`src/rtl/palette_fade_ctrl_if.sv`:
```
// Memory-mapped register bus between the system bus decoder (master) and the fade controller (slave).
// Read data is registered inside the slave and is valid one cycle after a read select.
interface palette_fade_ctrl_if;
    logic        memenable;
    logic [1:0]  memaddr;
    logic        memwrite;
    logic [15:0] writedata;
    logic [15:0] memdata;

    modport master (output memenable, memaddr, memwrite, writedata, input memdata);
    modport slave  (input memenable, memaddr, memwrite, writedata, output memdata);
endinterface

```
`src/rtl/palette_fade_ctrl.sv`:
```
// Palette brightness fader stepped every N vsyncs; optional fade-done irq under PALETTE_FADE_IRQ_EN.
// Latency: commands and steps land on the next edge; read data registered, one cycle after select.
// Backpressure: none, the bus is always accepted; a CONTROL write beats a coincident due step.
module palette_fade_ctrl #(
    parameter logic [7:0] RESET_BRIGHTNESS = 8'hFF,
    parameter logic [7:0] DEFAULT_STEP     = 8'd8,
    parameter logic [7:0] DEFAULT_RATE     = 8'd1
) (
    input  logic                      clk,
    input  logic                      rst_n,
    input  logic                      vsync_pulse,
    palette_fade_ctrl_if.slave        bus,
    output logic [7:0]                brightness,
    output logic                      busy,
    output logic                      irq
);
    typedef enum logic [1:0] {
        ST_IDLE     = 2'b00,
        ST_FADE_IN  = 2'b01,
        ST_FADE_OUT = 2'b10
    } state_t;

    state_t      state_q, state_d;
    logic [7:0]  bright_q, bright_d;
    logic [7:0]  step_q, step_d;
    logic [7:0]  rate_q, rate_d;
    logic [7:0]  target_q, target_d;
    logic [7:0]  frame_q, frame_d;
    logic        done_q, done_d;
    logic        busy_q;
    logic [15:0] memdata_q, memdata_d;

    logic [7:0]  step_eff, rate_eff, in_next, out_next, step_bright;
    logic [8:0]  sum, diff;
    logic        wr, rd, ctrl_wr, fading;

    always_comb begin
        step_eff = (step_q == 8'd0) ? 8'd1 : step_q;
        rate_eff = (rate_q == 8'd0) ? 8'd1 : rate_q;
        sum      = {1'b0, bright_q} + {1'b0, step_eff};
        diff     = {1'b0, bright_q} - {1'b0, step_eff};
        // Both directions clamp at target so brightness never wraps.
        in_next  = (sum > {1'b0, target_q}) ? target_q : sum[7:0];
        out_next = (diff[8] || (diff[7:0] < target_q)) ? target_q : diff[7:0];
        step_bright = (state_q == ST_FADE_IN) ? in_next : out_next;

        wr      = bus.memenable & bus.memwrite;
        rd      = bus.memenable & ~bus.memwrite;
        ctrl_wr = wr && (bus.memaddr == 2'd0);
        fading  = (state_q == ST_FADE_IN) || (state_q == ST_FADE_OUT);

        state_d   = state_q;
        bright_d  = bright_q;
        step_d    = step_q;
        rate_d    = rate_q;
        target_d  = target_q;
        frame_d   = frame_q;
        done_d    = done_q;
        memdata_d = memdata_q;

        if (rd) begin
            case (bus.memaddr)
                2'd0: memdata_d = {14'h0, state_q};
                2'd1: memdata_d = {rate_q, step_q};
                2'd2: memdata_d = {8'h00, target_q};
                2'd3: memdata_d = {done_q, busy_q, state_q, 4'h0, bright_q};
            endcase
        end

        if (wr) begin
            case (bus.memaddr)
                2'd1: {rate_d, step_d} = bus.writedata;
                2'd2: target_d = bus.writedata[7:0];
                2'd3: if (bus.writedata[15]) done_d = 1'b0;
                default: ;
            endcase
        end

        // Done set is applied after the STATUS clear above so that set wins.
        if (ctrl_wr) begin
            frame_d = 8'd0;
            case (bus.writedata[1:0])
                2'b00: state_d = ST_IDLE;
                2'b01: begin
                    if (target_q <= bright_q) begin
                        state_d = ST_IDLE;
                        done_d  = 1'b1;
                    end else begin
                        state_d = ST_FADE_IN;
                    end
                end
                2'b10: begin
                    if (target_q >= bright_q) begin
                        state_d = ST_IDLE;
                        done_d  = 1'b1;
                    end else begin
                        state_d = ST_FADE_OUT;
                    end
                end
                2'b11: begin
                    state_d  = ST_IDLE;
                    bright_d = bus.writedata[15:8];
                end
            endcase
        end else if (fading && vsync_pulse) begin
            if (frame_q + 8'd1 == rate_eff) begin
                frame_d  = 8'd0;
                bright_d = step_bright;
                if (step_bright == target_q) begin
                    state_d = ST_IDLE;
                    done_d  = 1'b1;
                end
            end else begin
                frame_d = frame_q + 8'd1;
            end
        end else if (!fading) begin
            state_d = ST_IDLE;
        end
    end

    always_ff @(posedge clk or negedge rst_n) begin
        if (!rst_n) begin
            state_q   <= ST_IDLE;
            bright_q  <= RESET_BRIGHTNESS;
            step_q    <= DEFAULT_STEP;
            rate_q    <= DEFAULT_RATE;
            target_q  <= 8'h00;
            frame_q   <= 8'd0;
            done_q    <= 1'b0;
            busy_q    <= 1'b0;
            memdata_q <= 16'h0000;
        end else begin
            state_q   <= state_d;
            bright_q  <= bright_d;
            step_q    <= step_d;
            rate_q    <= rate_d;
            target_q  <= target_d;
            frame_q   <= frame_d;
            done_q    <= done_d;
            busy_q    <= (state_d == ST_FADE_IN) || (state_d == ST_FADE_OUT);
            memdata_q <= memdata_d;
        end
    end

    assign brightness  = bright_q;
    assign busy        = busy_q;
    assign bus.memdata = memdata_q;

`ifdef PALETTE_FADE_IRQ_EN
    assign irq = done_q;
`else
    assign irq = 1'b0;
`endif

endmodule

```
`src/flat_wrapper.sv`:
```
// flat-port wrapper written by rule: the top's interface ports become plain ports
module palette_fade_ctrl_flat 
#(
    parameter logic [7:0] RESET_BRIGHTNESS = 8'hFF,
    parameter logic [7:0] DEFAULT_STEP     = 8'd8,
    parameter logic [7:0] DEFAULT_RATE     = 8'd1
)
  (clk, rst_n, vsync_pulse, brightness, busy, irq, bus_memenable, bus_memaddr, bus_memwrite, bus_writedata, bus_memdata);
  palette_fade_ctrl_if bus_i ();
  input  logic clk;
  input  logic rst_n;
  input  logic vsync_pulse;
  output logic [7:0] brightness;
  output logic busy;
  output logic irq;
  input wire logic [$bits(bus_i.memenable)-1:0] bus_memenable;
  input wire logic [$bits(bus_i.memaddr)-1:0] bus_memaddr;
  input wire logic [$bits(bus_i.memwrite)-1:0] bus_memwrite;
  input wire logic [$bits(bus_i.writedata)-1:0] bus_writedata;
  output wire logic [$bits(bus_i.memdata)-1:0] bus_memdata;
  assign bus_i.memenable = bus_memenable;
  assign bus_i.memaddr = bus_memaddr;
  assign bus_i.memwrite = bus_memwrite;
  assign bus_i.writedata = bus_writedata;
  assign bus_memdata = bus_i.memdata;
  palette_fade_ctrl #(.RESET_BRIGHTNESS(RESET_BRIGHTNESS), .DEFAULT_STEP(DEFAULT_STEP), .DEFAULT_RATE(DEFAULT_RATE)) u_core (.clk(clk), .rst_n(rst_n), .vsync_pulse(vsync_pulse), .bus(bus_i), .brightness(brightness), .busy(busy), .irq(irq));
endmodule
```
`config.mk`:
```
export PLATFORM = sky130hd
export DESIGN_NAME = palette_fade_ctrl_flat
export DESIGN_NICKNAME = d
export VERILOG_FILES = /design/src/rtl/palette_fade_ctrl_if.sv /design/src/rtl/palette_fade_ctrl.sv /design/src/flat_wrapper.sv
export SDC_FILE = /design/constraint.sdc
export NUM_CORES = 1
export LEC_CHECK = 0
export BUFFER_PORTS_ARGS = -buffer_cell sky130_fd_sc_hd__buf_2
export CORE_ASPECT_RATIO = 0.5
export CORE_MARGIN = 2
export CORE_UTILIZATION = 55
export CTS_CLUSTER_DIAMETER = 50
export DETAILED_ROUTE_END_ITERATION = 16
export PLACE_DENSITY = 0.75
export SYNTH_ARGS = -nofsm -noshare
export SYNTH_HDL_FRONTEND = slang
export SYNTH_SLANG_ARGS = --single-unit
export TNS_END_PERCENT = 20
```
`constraint.sdc`:
```
create_clock -name clk -period 10.55 [get_ports clk]
set_input_delay 0.5275 -clock clk [delete_from_list [all_inputs] [get_ports clk]]
set_output_delay 0.5275 -clock clk [all_outputs]
set_load 0.02 [all_outputs]
```
======== Yosys cells after proc, flatten, opt, wreduce, memory -nomap -nowiden ========
Index checks and enable logic that the tools add are counted.
storage, ports and cells
  logic and storage cells ................. 78
  flip-flop bits (word level) ............. 60
  output and inout bits ................... 26
operators by class
  reduce and logical (&&, ||, !) cells .... 15
  equal/unequal tests ..................... 13
  add/subtract/negate cells ............... 3
  bitwise operators ....................... 3
  order comparisons ....................... 4
  multiplexer cells ....................... 31
operator list
  kind                   number
  $mux W8                12
  $pmux W16 S4           1
  $eq A8 B8 Y1           2
  $logic_not A8 Y1       2
  $eq A2 B2 Y1 const B   6
  $mux W2                6
  $mux W1                10
  $add A8 B8 Y9          1
  $gt A9 B8 Y1           1
  $sub A8 B8 Y9          1
  $add A8 B1 Y8 const B  1
  $eq A2 B1 Y1 const B   4
  $ge A8 B8 Y1           1
  $le A8 B8 Y1           1
  $lt A8 B8 Y1           1
  $pmux W2 S3            1
  $logic_not A2 Y1       2
  $reduce_and A2 Y1      2
  $reduce_bool A2 Y1     2
  $logic_or A1 B1 Y1     3
  $reduce_and A3 Y1      1
  $and A1 B1 Y1          2
  $logic_and A1 B1 Y1    2
  $ne A2 B2 Y1 const B   1
  3 further kinds        3

======== Longest topological paths before layout ========
  word-level depth ........................ 14
  mapped depth ............................ 16
  depth with buffers taken out ............ 16

======== Worst setup path after synthesis ========
No wires, ideal clock.
  kind .................................... reg-to-reg
  start ................................... reg u_core.step_q[5]
  end ..................................... reg u_core.bright_q[5], in the netlist u_core.brightness[5]
  required time ........................... 10.475 ns
  setup time .............................. 0.075 ns
  data arrival time ....................... 3.909 ns
  path slack .............................. 6.566 ns
  period minus slack after synthesis ...... 3.984 ns
  cell stages (with the launch flop) ...... 17
  path through ............................ dfrtp_1 nor4_1 a41o_1 ha_1 nand2b_1 a2111oi_1 o21a_1 or4_1 nand3_1 ha_1 and3_1 a211oi_1 a31oi_1 a211oi_1 a21oi_1 a2111oi_0 a2bb2oi_1
between the ends
  cells in the longest elaborated chain, start to end .. 10
  elaborated cells between the ends (all ways) .. 13
  those cells by class .................... add/sub: 2; order compare: 2; mux: 7; reduce/logical: 2
RTL lines
  item                    RTL line                  source
  start, declared         palette_fade_ctrl.sv:25   logic [7:0] step_q, step_d;
  start signal, assigned  palette_fade_ctrl.sv:135  step_q <= step_d;
  $logic_not A8 Y1        palette_fade_ctrl.sv:38   step_eff = (step_q == 8'd0) ? 8'd1 : step_q;
  $mux W8 *               palette_fade_ctrl.sv:38
  $sub A8 B8 Y9           palette_fade_ctrl.sv:41   diff = {1'b0, bright_q} - {1'b0, step_eff};
  $lt A8 B8 Y1            palette_fade_ctrl.sv:44   out_next = (diff[8] || (diff[7:0] < target_q)) ? target_q : diff[7:0];
  $logic_or A1 B1 Y1      palette_fade_ctrl.sv:44
  $mux W8                 palette_fade_ctrl.sv:44
  $mux W8 *               palette_fade_ctrl.sv:45   step_bright = (state_q == ST_FADE_IN) ? in_next : out_next;
  $mux W8 *               palette_fade_ctrl.sv:106  if (frame_q + 8'd1 == rate_eff) begin
  $mux W8 *               palette_fade_ctrl.sv:105  end else if (fading && vsync_pulse) begin
  $mux W8 *               palette_fade_ctrl.sv:80   if (ctrl_wr) begin
  end signal, assigned    palette_fade_ctrl.sv:134  bright_q <= bright_d;
  end, declared           palette_fade_ctrl.sv:24   logic [7:0] bright_q, bright_d;
Mark *: on every way between the ends. The rest lies on a longest branch, timed or not. The select of a mux whose other input is x is not followed.
A chain may end at the register's enable or synchronous reset.

======== Worst setup path after layout ========
Same ends and word-level chain as after synthesis.

==> results.json <==
{
  "dr.pass1.iters": 5,
  "cpMaxStageDelayCell": "a2111oi_1",
  "r2r_cells": 16,
  "syn_inst": 533,
  "synth_edf_count": 0,
  "tightest_slew_ns": 1.16,
  "maxCapViolations": 0,
  "antenna_left": 0,
  "coreArea_um2": 8680,
  "finClkSkew_ns": 0.00451,
  "path_class": "flop to flop",
  "path_max_fanout": 5,
  "post_drt_wl_per_cell_um": 20.2,
  "path_delay_family": "compound AO/OA/AOI/OAI gates",
  "cts_made_buffers": 9,
  "rows": 24,
  "tritoncts": "yes",
  "worstPathRequired_ns": 10.80,
  "final.period_utilization_pct": 43.9,
  "rrSetupSlack_ns": 5.91,
  "async_flop_share_pct": 100,
  "ys.warnings.count": 0,
  "drv_slew": 0,
  "power_density_nw_per_um2": 327,
  "clk_pin_slew_ns": 0.05,
  "netlist_area_um2": 4890,
  "startpoint_type": "flop",
  "drc_errors": 0,
  "drive_gt1_share_pct": 18.4,
  "drt_iter0_drc": 437,
  "io_buffers": 47,
  "relSlewSlack_pct": 22.5,
  "cp_num_buf_inv": 0,
  "cp_cell_sequence": "nor4_1, a41o_1, ha_1, nand2b_1, a2111oi_1, o21a_1, or4_1, nand3_1, ha_1, and3_1, a211oi_1, a31oi_1, a211oi_1, a21oi_1, a2111oi_0, a2bb2oi_1",
  "root_buffer": "clkbuf_16",
  "hold_violations": 0,
  "worstReg2RegStart": "u_core.step_q[5]",
  "die_w_um": 137,
  "grt_pass1_vias": 4218,
  "post-place-ws_ns": 6.04,
  "postLayoutCoreUtil_pct": 63.0,
  "fin_setup_tns_ns": 0,
  "cp.arrival_ns": 4.88,
  "postCtsHoldBufs": 0,
  "synth_flop_cell": "dfrtp_1",
  "reg2reg_to": "u_core.brightness[5]",
  "die_area_um2": 9700,
  "setup_violations": 0,
  "diodes": 0,
  "layout.nets": 642,
  "grt_setup_unrepaired": "no",
  "routed_wirelength_um": 14000,
  "power_leakage_nw": 2.52,
  "antenna_found_initial": 0,
  "post_cts_buffers": 0,
  "h-tree-depth": 3,
  "cp-end-kind": "flop",
  "ys_ff_latch": 60,
  "fmax_ghz": 0.216,
  "gp_congestion": 0.975,
  "seq_area_frac_synth_pct": 31.0,
  "start_util_pct": 56.3,
  "peakVddDrop_mv": 0.115,
  "dpl.hpwl_um": 10400,
  "ctsLongestPathBuffers": 2,
  "die_h_um": 70.6,
  "grt_max_degree": 61,
  "vias_per_cell": 6.33,
  "syn_avg_cell_area_um2": 9.17,
  "clkSinkCount": 60,
  "slowest_delay_ns": 0.62,
  "hp-class": "input pin to async pin",
  "num_vias": 4382,
  "synth_nets": 604,
  "period_needed_ns": 4.64,
  "cts_resized": 0,
  "ys_types": 70,
  "layout_setup_ws_ns": 5.91,
  "insertion_delay_ns": 0.33,
  "grt_overflow": 0,
  "area.growth.synth_to_final_pct": 12.0,
  "grt_pass1_wl_um": 22300,
  "outcome": "finished clean",
  "grt_usage_pct": 30.2,
  "ioPinCount": 49
}
==> sequential cells by signal (all words and copies together) (netlist names) <==
| name | flops |
|---|---|
| u_core.rate_q | 8 |
| u_core.step_q | 8 |
| u_core.brightness | 8 |
| u_core.done_q | 1 |
| u_core.target_q | 8 |
| u_core.bus.memdata | 16 |
| u_core.busy | 1 |
| u_core.frame_q | 8 |
| u_core.state_q | 2 |
==> cells in the mapped netlist (7+ instances only) <==
library cell | number | area (um^2)
o21ai_0 | 37 | 185
mux2i_1 | 9 | 90.1
a22oi_1 | 10 | 75.1
dfrtp_1 | 50 | 1250
nor2_1 | 21 | 78.8
a21oi_1 | 34 | 170
nor3_1 | 10 | 50.1
xnor2_1 | 21 | 184
dfstp_2 | 10 | 263
nand2_1 | 40 | 150
inv_1 | 35 | 131
a211oi_1 | 10 | 75.1
and3_1 | 8 | 50.1
nor2b_1 | 7 | 43.8
xor2_1 | 11 | 96.3
nand3_1 | 9 | 45.0
mux2_2 | 23 | 259
clkbuf_1 | 13 | 48.8
a21o_1 | 14 | 105
o211ai_1 | 8 | 60.1
ha_1 | 46 | 576
==> worst reg2reg max path, cell delays in order (launching register included) <==
cell and delay [ns]:
dfrtp_1 0.42, nor4_1 0.31, a41o_1 0.24, ha_1 0.20, nand2b_1 0.10, a2111oi_1 0.62, o21a_1 0.24, or4_1 0.12
nand3_1 0.10, ha_1 0.32, and3_1 0.18, a211oi_1 0.21, a31oi_1 0.10, a211oi_1 0.39, a21oi_1 0.24, a2111oi_0 0.54
a2bb2oi_1 0.22
==> metrics by stage <==
step                power, mW  area [um^2]  std cells  hold slack, ns
floorplan                1.20         4890        533           0.232
global placement         1.46         5190        677           0.459
detailed placement       1.47         5190        677           0.465
CTS                      1.77         5470        692           0.401
global route             1.93         5470        692           0.446
finish                   1.79         5470        692           0.366
==> layout by cell type, fill, tap and decap left out, drive strengths merged, types with 7 or more instances in the layout <==
| master | n |
|---|---|
| dfrtp | 50 |
| buf | 49 |
| ha | 46 |
| o21ai | 42 |
| nand2 | 40 |
| inv | 36 |
| a21oi | 34 |
| mux2 | 23 |
| nor2 | 21 |
| xnor2 | 21 |
| a21o | 14 |
| clkbuf | 13 |
| xor2 | 11 |
| a211oi | 11 |
| nor3 | 10 |
| a22oi | 10 |
| dfstp | 10 |
| nand3 | 10 |
| mux2i | 9 |
| o211ai | 8 |
| and3 | 8 |
| nor2b | 7 |
==> where the power goes <==
| part | total [mW] | switching (mW) | internal, mW |
|---|---|---|---|
| combinational | 1.11 | 0.648 | 0.463 |
| sequential | 0.394 | 0.0928 | 0.301 |
| clock | 0.286 | 0.0988 | 0.188 |
==> worst max path at each step <==
stage                           from                   end  slack, ns  cells past startpoint
floorplan           u_core.step_q[5]  u_core.brightness[5]       6.57                     16
global placement    u_core.step_q[5]  u_core.brightness[5]       6.23                     16
detailed placement  u_core.step_q[1]  u_core.brightness[5]       6.04                     16
CTS                 u_core.step_q[1]  u_core.brightness[5]       5.99                     16
global route        u_core.step_q[1]  u_core.brightness[5]       5.55                     16
finish              u_core.step_q[5]  u_core.brightness[5]       5.91                     16
==> area by class of cell <==
cell class | instances | area (um^2)
sequential | 60 | 1510
fill | 736 | 3210
timing repair buffer | 49 | 250
multi-input combinational | 415 | 3140
tap | 117 | 146
clock inverter | 2 | 35.0
inverter | 36 | 135
clock buffer | 13 | 250
==> per-layer routing <==
layer | vias to the layer above | track usage [%] | wire [um]
met1 | 2145 | 42.9 | 6540
li1 | 2040 | - | -
met4 | 0 | 8.36 | 286
met5 | - | 0 | 0
met3 | 31 | 7.10 | 948
met2 | 166 | 46.5 | 6220
==> cell families (layout without fill, tap and decap cells) <==
family / Yosys count / after routing / synth area share, %
compound gates: 168 / 168 / 23.6
simple gates: 131 / 131 / 13.7
flops: 60 / 60 / 31.0
buf+inv: 58 / 100 / 4.74
fa+ha+maj: 48 / 48 / 12.6
mux: 34 / 34 / 8.07
xor+xnor: 33 / 33 / 6.20
other cells: 1 / 1 / 0.0768
No activity file was read; power rests on OpenSTA's default activity.
